### src/rtl/spi_mem_loader.sv
`default_nettype none
// ============================================================================
// Module      : spi_mem_loader
// Description : Serial loader that shifts MSB-first words from mosi into the
//               instruction (csi frame) or data (csd frame) memory while the
//               core is halted. Optional readback: define LOADER_READBACK_EN.
// Revision    : 1.0 - initial release
// ============================================================================
module spi_mem_loader #(
  parameter int INSTR_W = 8,
  parameter int DATA_W  = 8,
  parameter int IADDR_W = 4,
  parameter int DADDR_W = 4
) (
  input  logic               clk,
  input  logic               rst_n,
  input  logic               proc_en,
  input  logic               csi,
  input  logic               csd,
  input  logic               mosi,
  output logic               imem_we,
  output logic [IADDR_W-1:0] imem_addr,
  output logic [INSTR_W-1:0] imem_wdata,
  output logic               dmem_we,
  output logic [DADDR_W-1:0] dmem_addr,
  output logic [DATA_W-1:0]  dmem_wdata,
  output logic               busy,
  output logic               err,
  output logic               miso
);

  localparam int c_MAX_W = (INSTR_W > DATA_W) ? INSTR_W : DATA_W;
  localparam int c_CNT_W = $clog2(c_MAX_W);
`ifdef LOADER_READBACK_EN
  // Full word kept so its MSB can be echoed while the next word shifts in.
  localparam int c_SH_W  = c_MAX_W;
`else
  localparam int c_SH_W  = c_MAX_W - 1;
`endif

  localparam logic [c_CNT_W-1:0] c_ILAST = c_CNT_W'(INSTR_W - 1);
  localparam logic [c_CNT_W-1:0] c_DLAST = c_CNT_W'(DATA_W - 1);

  localparam logic [1:0] c_ST_IDLE    = 2'd0;
  localparam logic [1:0] c_ST_SHIFT_I = 2'd1;
  localparam logic [1:0] c_ST_SHIFT_D = 2'd2;
  localparam logic [1:0] c_ST_HOLD    = 2'd3;

  logic [1:0]         r_state;
  logic [1:0]         w_state_nxt;
  logic [c_SH_W-1:0]  r_shift;
  logic [c_SH_W:0]    w_shift_nxt;
  logic [c_CNT_W-1:0] r_cnt;
  logic [IADDR_W-1:0] r_iptr;
  logic [DADDR_W-1:0] r_dptr;
  logic [IADDR_W-1:0] w_iptr_cur;
  logic [DADDR_W-1:0] w_dptr_cur;
  logic               r_err;
  logic               w_start;
  logic               w_shift;
  logic               w_word_done;
  logic               w_err_set;
  logic               w_cnt_clr;
  logic               w_sel_instr;

  assign w_shift_nxt = {r_shift, mosi};
  assign w_sel_instr = (r_state == c_ST_SHIFT_I) || ((r_state == c_ST_IDLE) && csi);
  // A frame start rewinds the pointer before its first word can be written.
  assign w_iptr_cur  = w_start ? '0 : r_iptr;
  assign w_dptr_cur  = w_start ? '0 : r_dptr;

  always_ff @(posedge clk) begin
    if (!rst_n) r_state <= c_ST_IDLE;
    else        r_state <= w_state_nxt;
  end

  always_comb begin
    w_state_nxt = r_state;
    w_start     = 1'b0;
    w_shift     = 1'b0;
    w_word_done = 1'b0;
    w_err_set   = 1'b0;
    w_cnt_clr   = 1'b0;
    case (r_state)
      c_ST_IDLE: begin
        if (!proc_en) begin
          if (csi && csd) begin
            w_state_nxt = c_ST_HOLD;
            w_err_set   = 1'b1;
          end else if (csi || csd) begin
            w_state_nxt = csi ? c_ST_SHIFT_I : c_ST_SHIFT_D;
            w_start     = 1'b1;
            w_shift     = 1'b1;
            w_word_done = (r_cnt == (csi ? c_ILAST : c_DLAST));
          end
        end
      end
      c_ST_SHIFT_I, c_ST_SHIFT_D: begin
        if (csi && csd) begin
          w_state_nxt = c_ST_HOLD;
          w_err_set   = 1'b1;
          w_cnt_clr   = 1'b1;
        end else if (proc_en) begin
          w_state_nxt = c_ST_IDLE;
          w_err_set   = 1'b1;
          w_cnt_clr   = 1'b1;
        end else if (w_sel_instr ? csi : csd) begin
          w_shift     = 1'b1;
          w_word_done = (r_cnt == (w_sel_instr ? c_ILAST : c_DLAST));
        end else begin
          w_state_nxt = c_ST_IDLE;
          w_err_set   = (r_cnt != '0);
          w_cnt_clr   = 1'b1;
        end
      end
      default: begin
        if (!csi && !csd) w_state_nxt = c_ST_IDLE;
      end
    endcase
  end

  always_comb begin
    busy = (r_state != c_ST_IDLE) || imem_we || dmem_we;
    err  = r_err;
  end

  always_ff @(posedge clk) begin
    if (!rst_n) begin
      r_shift    <= '0;
      r_cnt      <= '0;
      r_iptr     <= '0;
      r_dptr     <= '0;
      r_err      <= 1'b0;
      imem_we    <= 1'b0;
      imem_addr  <= '0;
      imem_wdata <= '0;
      dmem_we    <= 1'b0;
      dmem_addr  <= '0;
      dmem_wdata <= '0;
    end else begin
      imem_we <= 1'b0;
      dmem_we <= 1'b0;
      if (w_shift) r_shift <= w_shift_nxt[c_SH_W-1:0];
      if (w_cnt_clr || w_word_done) r_cnt <= '0;
      else if (w_shift)             r_cnt <= r_cnt + c_CNT_W'(1);
      if (w_start) begin
        r_err <= 1'b0;
        if (w_sel_instr) r_iptr <= '0;
        else             r_dptr <= '0;
      end
      if (w_err_set) r_err <= 1'b1;
      if (w_word_done) begin
        // Pointer wrap is reported but writing carries on from address 0.
        if (w_sel_instr) begin
          imem_we    <= 1'b1;
          imem_addr  <= w_iptr_cur;
          imem_wdata <= w_shift_nxt[INSTR_W-1:0];
          r_iptr     <= w_iptr_cur + IADDR_W'(1);
          if (&w_iptr_cur) r_err <= 1'b1;
        end else begin
          dmem_we    <= 1'b1;
          dmem_addr  <= w_dptr_cur;
          dmem_wdata <= w_shift_nxt[DATA_W-1:0];
          r_dptr     <= w_dptr_cur + DADDR_W'(1);
          if (&w_dptr_cur) r_err <= 1'b1;
        end
      end
    end
  end

`ifdef LOADER_READBACK_EN
  logic r_miso;
  always_ff @(posedge clk) begin
    if (!rst_n)       r_miso <= 1'b0;
    else if (w_shift) r_miso <= w_sel_instr ? r_shift[INSTR_W-1] : r_shift[DATA_W-1];
    else              r_miso <= 1'b0;
  end
  assign miso = r_miso;
`else
  assign miso = 1'b0;
`endif

endmodule
`default_nettype wire
### config.mk
export PLATFORM = sky130hd
export DESIGN_NAME = spi_mem_loader
export DESIGN_NICKNAME = d
export VERILOG_FILES = /design/src/rtl/spi_mem_loader.sv
export SDC_FILE = /design/constraint.sdc
export NUM_CORES = 1
export LEC_CHECK = 0
export CAP_MARGIN = 0
export CORE_MARGIN = 10
export CORE_UTILIZATION = 49
export CTS_CLUSTER_DIAMETER = 80
export DETAILED_ROUTE_END_ITERATION = 10
export PLACE_DENSITY_LB_ADDON = 0.25
export SYNTH_ARGS = -nofsm -noshare
export SYNTH_HDL_FRONTEND = slang
export SYNTH_SLANG_ARGS = --single-unit
### constraint.sdc
create_clock -name clk -period 2.6 [get_ports clk]
set_input_delay 0.78 -clock clk [delete_from_list [all_inputs] [get_ports clk]]
set_output_delay 0.78 -clock clk [all_outputs]
set_load 0.05 [all_outputs]
* Yosys cells after proc, flatten, opt, wreduce, memory -nomap -nowiden
Cells that the tools add are included.
** Storage, ports and cells
- Input bits :: 6
- Output and inout bits :: 29
- Flip-flop bits (word level) :: 47
- Word-level logic and storage cells :: 98
** Operators by class
- Muxes and demuxes :: 53
- Eq/ne operators :: 6
- Reductions and logical operators :: 22
- Bitwise logic cells :: 2
- Add/subtract/negate cells :: 3
** Operators by type and width (number)
- $mux W4 :: 10
- $mux W1 :: 31
- $mux W2 :: 8
- $reduce_and A4 Y1 :: 3
- $add A4 B1 Y4 const B :: 2
- $pmux W1 S2 :: 3
- $reduce_and A2 Y1 :: 3
- $reduce_bool A3 Y1 :: 2
- $logic_or A1 B1 Y1 :: 5
- $ne A4 B4 Y1 const B :: 1
- $pmux W2 S2 :: 1
- $reduce_or A2 Y1 :: 2
- $add A3 B1 Y3 const B :: 1
- $eq A3 B3 Y1 const B :: 1
- $logic_and A1 B1 Y1 :: 3
- $ne A3 B1 Y1 const B :: 1
- $eq A2 B1 Y1 const B :: 1
- $eq A2 B2 Y1 const B :: 1
- $logic_not A1 Y1 :: 2
- $logic_not A2 Y1 :: 1
- $ne A2 B2 Y1 const B :: 1
- $not A1 Y1 :: 2
- $reduce_bool A2 Y1 :: 1

* Depth between registers and ports, before layout
Gate-level depths: netlist (run 1).
- Word-level depth :: 12
- Depth in mapped cells :: 12
- Gate-level depth less buffers :: 9

* Worst setup path after synthesis (run 1)
No wires, ideal clock.
- Path kind :: in2reg
- From :: input csi
- To :: register r_iptr[2]
- Arrival :: 2.373 ns
- Path buffers :: 2
- Path slack :: 0.107 ns
- Cell stages on the path :: 10
- Cell sequence :: inv_1 ha_1 nand3b_1 buf_2 buf_2 and2_1 ha_1 nand4_1 o2111a_1 a211o_1
** Between the ends
- Cells in the longest elaborated chain, start to end :: 9
- Elaborated cells between the ends (all ways) :: 22
- Classes of those cells :: 1 x add/sub; 17 x mux; 4 x reduce/logical
** RTL lines
- start, declared :: RTL line 18 : input logic csi,
- $logic_or A1 B1 Y1 :: RTL line 90 : end else if (csi || csd) begin
- $mux W1 :: RTL line 90
- $mux W1 * :: RTL line 87 : if (csi && csd) begin
- $mux W1 * :: RTL line 86 : if (!proc_en) begin
- $mux W1 * :: RTL line 84 : case (r_state)
- $mux W4 * :: RTL line 69 : assign w_iptr_cur = w_start ? '0 : r_iptr;
- named net w_iptr_cur[1] :: RTL line 56 : logic [IADDR_W-1:0] w_iptr_cur;
- $add A4 B1 Y4 * :: RTL line 158 : r_iptr <= w_iptr_cur + IADDR_W'(1);
- $mux W4 * :: RTL line 154 : if (w_sel_instr) begin
- $mux W4 * :: RTL line 152 : if (w_word_done) begin
- end signal, assigned :: RTL line 158
- end, declared :: RTL line 54 : logic [IADDR_W-1:0] r_iptr;
The timed path passes the listed nets; every way through them passes the cells marked *.
A chain may end at the register's enable or synchronous reset.

* Worst setup path after layout (run 1)
- From :: input proc_en
- To :: register r_iptr[2]
** Between the ends
- Cells in the longest elaborated chain, start to end :: 6
- Elaborated cells between the ends (all ways) :: 11
- Classes of those cells :: 1 x add/sub; 10 x mux
** RTL lines
- start, declared :: RTL line 17 : input logic proc_en,
- $mux W1 :: RTL line 86
- $mux W1 :: RTL line 84
- $mux W4 :: RTL line 69
- named net w_iptr_cur[1] :: RTL line 56
- $add A4 B1 Y4 :: RTL line 158
- $mux W4 :: RTL line 154
- $mux W4 :: RTL line 152
The timed path passes the listed nets, and every way through them passes these cells.

==> results.cfg, run 1 <==
[run_status]
status = complete, no violations

[worst_setup_path]
cp_cell_sequence = clkdlybuf4s50_1, nand3b_1, buf_4, and2_1, ha_1, nand4_1, o2111a_1, a211o_1
crit_required_ns = 2.79
critical-path-top-delay-family = buffers and inverters
end_kind = register
critical_path_arrival_ns = 2.58
cpPeakStageDelay_ns = 0.54
crit_path_max_fanout = 4
critical_path_class = in -> reg
cp_slowest_cell = clkdlybuf4s50_1
start_kind = primary input
crit_buf_inv = 2

[placement]
hpwl_mm = 4.14
gp_congestion = 0.838
dpl_cell_area_um2 = 2990
numPortBuffers = 33

[floorplanning]
coreArea_um2 = 4720
die-width_um = 89.9
fp-row-count = 25
start_util_pct = 50.7
die_h_um = 89.9
num_io_pins = 35
fp.dieArea_um2 = 8080

[cells_and_area]
antenna_cells = 0
design_area_um2 = 3120
fin_nets = 338
drive_gt1_share_pct = 18.1
n_fill_cell = 394
final_util_pct = 66.0
synthToLayoutAreaGrowth_pct = 30.3
multiInputGateArea_um2 = 1330
ff_latch_area_um2 = 941

[yosys]
synth-async-reset-ratio_pct = 0
synth-adder-area-share_pct = 5.75
synth_top_family_by_area = simple AND/OR/NAND/NOR gates
synthMuxAreaShare_pct = 15.5
yosysWarnings = 0
syn_area_um2 = 2390
synth_xor_area_share_pct = 0
synth.distinct_cells = 47
ys_top_cells_by_count = dfxtp_1, nand2_1, mux2i_1
synth_compound_area_share_pct = 15.6
syn_inst = 257
ys_seq_elements = 47
ys_seq_area_share_pct = 39.3
netlist_top_cells_area = dfxtp_1, mux2i_1, nand2_1
yosysMostFrequentCell = dfxtp_1
synth_flop_cell = dfxtp_1
synth_area_per_cell_um2 = 9.32
yosys.area_share.simple_pct = 18.3
syn-num-nets = 274
synth_top_cell_by_area = dfxtp_1
synth_top_area_share_pct = 39.3
synth-edff-count = 0

[drt]
drtPass1Iterations = 4
wl_per_cell_um = 14.4
drt_wl_total_mm = 5.58
num_vias = 2043
drc = 0
ant_nets = 0
vias_per_cell = 5.27
drt-initial-drc-count = 89

[timing]
hold_violations = 0
period_needed_ns = 2.39
clock.fmax_mhz = 418
tightest_slew_ns = 0.510
finalCritPeriodShare_pct = 91.9
tns_ns = 0
fin_worst_skew_ns = 0.00916
whs_ns = 0.460
rsz0062_at_grt = false
slew_viol_final = 0
setup_viol = 0
relSlewSlack_pct = 65.9

[grt]
grt_pass1_wl_mm = 9.62
grt_use_total_pct = 13.6
grt_pass1_vias = 1995
antenna_found_initial = 0
grt_max_degree = 25
overflow = 0

[clock_tree]
insertion_delay_ns = 0.30
cts-root-buf = clkbuf_8
cts_buffers = 5
clk_path_buf_depth = 2
cts_tree = done
clkSinkCount = 47
htree_levels = 2
clk_pin_slew_worst_paths_ns = 0.09
postCtsHoldBufs = 0

[pwr]
power.leakage_nw = 1.20
power_density_nw_per_um2 = 665
finalPower_mw = 2.07
peakVddDrop_v = 0.000445

[flow_run]
max_cap_viol_count = 0

[worst_hold_path]
min_path_type = reg -> reg
==> where the power goes <==
group,switching [mW],total (mW),internal (mW)
Sequential,0.0236,0.778,0.754
Combinational,0.497,0.833,0.336
Clock,0.249,0.463,0.214
Total,0.770,2.07,1.30
==> final timing paths <==
check / startpoint / to / slack (ns) / cells past startpoint
worst min register to register: imem_wdata[2]$_SDFFE_PN0P_ / imem_wdata[2]$_SDFFE_PN0P_ / 0.46 / 2
worst max register to register: r_state[0]$_SDFFE_PN0P_ / r_iptr[2]$_SDFF_PN0_ / 0.47 / 10
worst max-delay path: proc_en / r_iptr[2]$_SDFF_PN0_ / 0.21 / 8
worst min-delay path: imem_wdata[2]$_SDFFE_PN0P_ / imem_wdata[2]$_SDFFE_PN0P_ / 0.46 / 2
==> through the flow <==
stage               std cells  setup WS [ns]
global placement          377         -0.315
finish                    388          0.210
floorplan                 257          0.107
global route              388          0.114
detailed placement        377         -0.404
CTS                       386         0.0358
==> timing repair <==
action                                  4_1_cts  5_1_grt
hold endpoints to repair                      0        0
gates resized for setup                       1        3
setup buffers                                 2        2
endpoints found under the setup margin        3       13
pin swaps                                     0        2
==> worst min-delay path, stage by stage (launching register included) <==
cell and delay [ns]:
dfxtp_1 0.31, nand2_1 0.05, mux2i_1 0.05
==> area by class of cell <==
class	instances	share of cell area [%]
Multi-Input combinational cell	185	42.6
Sequential cell	47	30.2
Timing Repair Buffer	72	20.4
Tap cell	67	2.69
Clock buffer	6	2.65
Inverter	10	1.20
Clock inverter	1	0.281
==> sequential cells by signal (all words and copies together) (netlist names) <==
name and count:
r_state 2, r_iptr 4, r_shift 7, r_dptr 4, imem_addr 4, err 1
imem_wdata 8, dmem_wdata 8, dmem_we 1, dmem_addr 4, r_cnt 3, imem_we 1
==> layout by cell type (no fill, tap or decap), types with 9 or more instances in the layout <==
master | synthesis | routed
o211ai_1 | 10 | 10
mux2i_1 | 36 | 36
nand2_1 | 45 | 45
ha_1 | 11 | 11
clkdlybuf4s50_1 | 0 | 29
inv_1 | 9 | 9
nand3_1 | 11 | 11
buf_4 | 2 | 38
dfxtp_1 | 47 | 47
==> logic make-up after synthesis <==
family	Yosys count
simple gates	88
compound gates	48
flops	47
mux	37
buf+inv	25
fa+ha+maj	11
other cells	1
==> per-layer routing <==
metal	share of wire (%)	global-route usage (%)	vias up
li1	-	-	1040
met1	45	16.7	956
met2	49	22.3	47
met3	6.0	4.66	0
met4	0	2.92	0
met5	0	0	-
(Power assumes the default switching activity.)
==> run 2: changes to the inputs <==
Settings changed: CORE_UTILIZATION 49 to 54.
Clock period 2.6 ns to 2.4 ns, I/O delays scaled along.
==> results.cfg, run 2 (synthesized netlist as in run 1, its figures left out) <==
[worst_setup_path]
critical-path-top-delay-family = simple AND/OR/NAND/NOR gates
start_kind = register
cpMostUsedCell = inv_1
cp-endpoint = busy
cp.depth = 5
r2r_start = r_state[0]$_SDFFE_PN0P_
crit_path_max_fanout = 4
worstSetupStartpoint = r_state[0]$_SDFFE_PN0P_
reg2reg_depth = 7
cpPeakStageDelay_ns = 0.37
rrSetupSlack_ns = 0.39
cp_slowest_cell = or3_1
crit_required_ns = 1.68
critical_path_arrival_ns = 1.57
crit_buf_inv = 3
reg2reg_to = err$_SDFF_PN0_
critical_path_class = reg -> out
end_kind = output port
cp_cell_sequence = inv_1, ha_2, inv_1, or3_1, buf_4

[drt]
drt_wl_total_mm = 5.75
ant_nets = 0
num_vias = 2087
wl_per_cell_um = 15.5
drc = 0
drt-initial-drc-count = 131
drtPass1Iterations = 4
vias_per_cell = 5.61

[placement]
dp_slack_ns = -0.487
numPortBuffers = 33
hpwl_mm = 4.13
gp_congestion = 0.853

[timing]
hold_violations = 0
finalWorstSetupSlack_ns = 0.108
relSlewSlack_pct = 65.3
setup_viol = 0
slew_viol_final = 0
clock.fmax_mhz = 436
tightest_slew_ns = 0.519
finalCritPeriodShare_pct = 95.5
period_needed_ns = 2.29
fin_worst_skew_ns = 0.00882
rsz0062_at_grt = false

[cells_and_area]
fin_nets = 336
mostFrequentLayoutCell = dfxtp_1
n_fill_cell = 339
drive_gt1_share_pct = 19.4
mostFrequentLayoutCells = dfxtp_1, nand2_1, buf_4, mux2i_1, clkdlybuf4s50_1
final_util_pct = 71.5
synthToLayoutAreaGrowth_pct = 29.2
top_regs = dmem_wdata (8), imem_wdata (8), r_shift (7)
antenna_cells = 0

[clock_tree]
postCtsHoldBufs = 0
cts-root-buf = clkbuf_8
clkSinkCount = 47
insertion_delay_ns = 0.30
cts_tree = done
htree_levels = 2
clk_pin_slew_worst_paths_ns = 0.09
cts_buffers = 5
clk_path_buf_depth = 2

[grt]
use_met2_pct = 25.6
grt_pass1_vias = 2025
gr-usage-met3_pct = 5.44
top_usage_layer = met2
antenna_found_initial = 0
grt_use_total_pct = 15.6
grt_pass1_wl_mm = 9.63
grt_max_degree = 32
overflow = 0
met1_usage_pct = 18.5

[pwr]
power_density_nw_per_um2 = 738
finalPower_mw = 2.28
peakVddDrop_v = 0.000462
power.leakage_nw = 1.18

[floorplanning]
fp-row-count = 24
die_h_um = 86.6
die-width_um = 86.6
coreArea_um2 = 4320
num_io_pins = 35
start_util_pct = 55.4
fp.dieArea_um2 = 7500

[run_status]
status = complete, no violations

[flow_run]
max_cap_viol_count = 0

[worst_hold_path]
min_path_type = reg -> reg
## run 2: cell count changes in the layout (fill, tap and decap cells not counted), sizes merged
cell and delta:
buf -2, clkinv +1, dlygate4sd2 +1, dlymetal6s2s -1
## run 2: repair_timing
action                     CTS  global route
pin swaps                    3             2
gates resized for setup      6             3
buffers inserted             0             1
setup endpoints to repair   38            44
## run 2: power by group
group	total, mW	leakage [nW]	switching, mW	internal, mW
registers	0.843	0.379	0.0262	0.817
clock network	0.511	0.0516	0.275	0.236
logic	0.930	0.746	0.549	0.381
total	2.28	1.18	0.850	1.43
## run 2: area by class of cell
| type | instances | area, um2 | area share (%) |
|---|---|---|---|
| Sequential cell | 47 | 941 | 30.4 |
| Multi-Input combinational cell | 185 | 1350 | 43.7 |
| Clock inverter | 2 | 13.8 | 0.445 |
| Tap cell | 52 | 65.1 | 2.10 |
| Inverter | 10 | 37.5 | 1.21 |
| Timing Repair Buffer | 70 | 602 | 19.5 |
| Clock buffer | 6 | 82.6 | 2.67 |
## run 2: worst min path at each step
stage,cells after the start,endpoint,start,slack (ns)
after floorplan,2,r_iptr[1]$_SDFF_PN0_,r_iptr[1]$_SDFF_PN0_,0.45
after global placement,2,dmem_addr[0]$_SDFFE_PN0P_,dmem_addr[0]$_SDFFE_PN0P_,0.44
after detailed placement,2,imem_wdata[6]$_SDFFE_PN0P_,imem_wdata[6]$_SDFFE_PN0P_,0.45
after CTS,2,dmem_addr[0]$_SDFFE_PN0P_,dmem_addr[0]$_SDFFE_PN0P_,0.46
after global routing,2,imem_wdata[3]$_SDFFE_PN0P_,imem_wdata[3]$_SDFFE_PN0P_,0.48
final,2,dmem_addr[0]$_SDFFE_PN0P_,dmem_addr[0]$_SDFFE_PN0P_,0.46
## run 2: per-stage QoR
stage          setup TNS (ns)  instances  area (um2)  hold slack (ns)
2_1_floorplan               0        257        2400            0.455
3_3_place_gp           -13.93        363        2960            0.444
3_5_place_dp           -15.37        363        2960            0.447
4_1_cts               -0.0763        371        3080            0.463
5_1_grt                     0        372        3090            0.481
6_report                    0        372        3090            0.460
## run 2: worst reg2reg max path, delay by kind of cell (launching register included)
| family | cells | cell delay (ns) |
|---|---|---|
| compound gates | 3 | 0.65 |
| simple gates | 1 | 0.47 |
| buf+inv | 2 | 0.22 |
| flops | 1 | 0.39 |
| fa+ha+maj | 1 | 0.20 |
## run 2: per-layer routing
metal / up-vias / share of wire, %
met4: 0 / 1.1
met5: - / 0
li1: 1035 / -
met2: 51 / 48
met1: 993 / 45
met3: 8 / 5.9
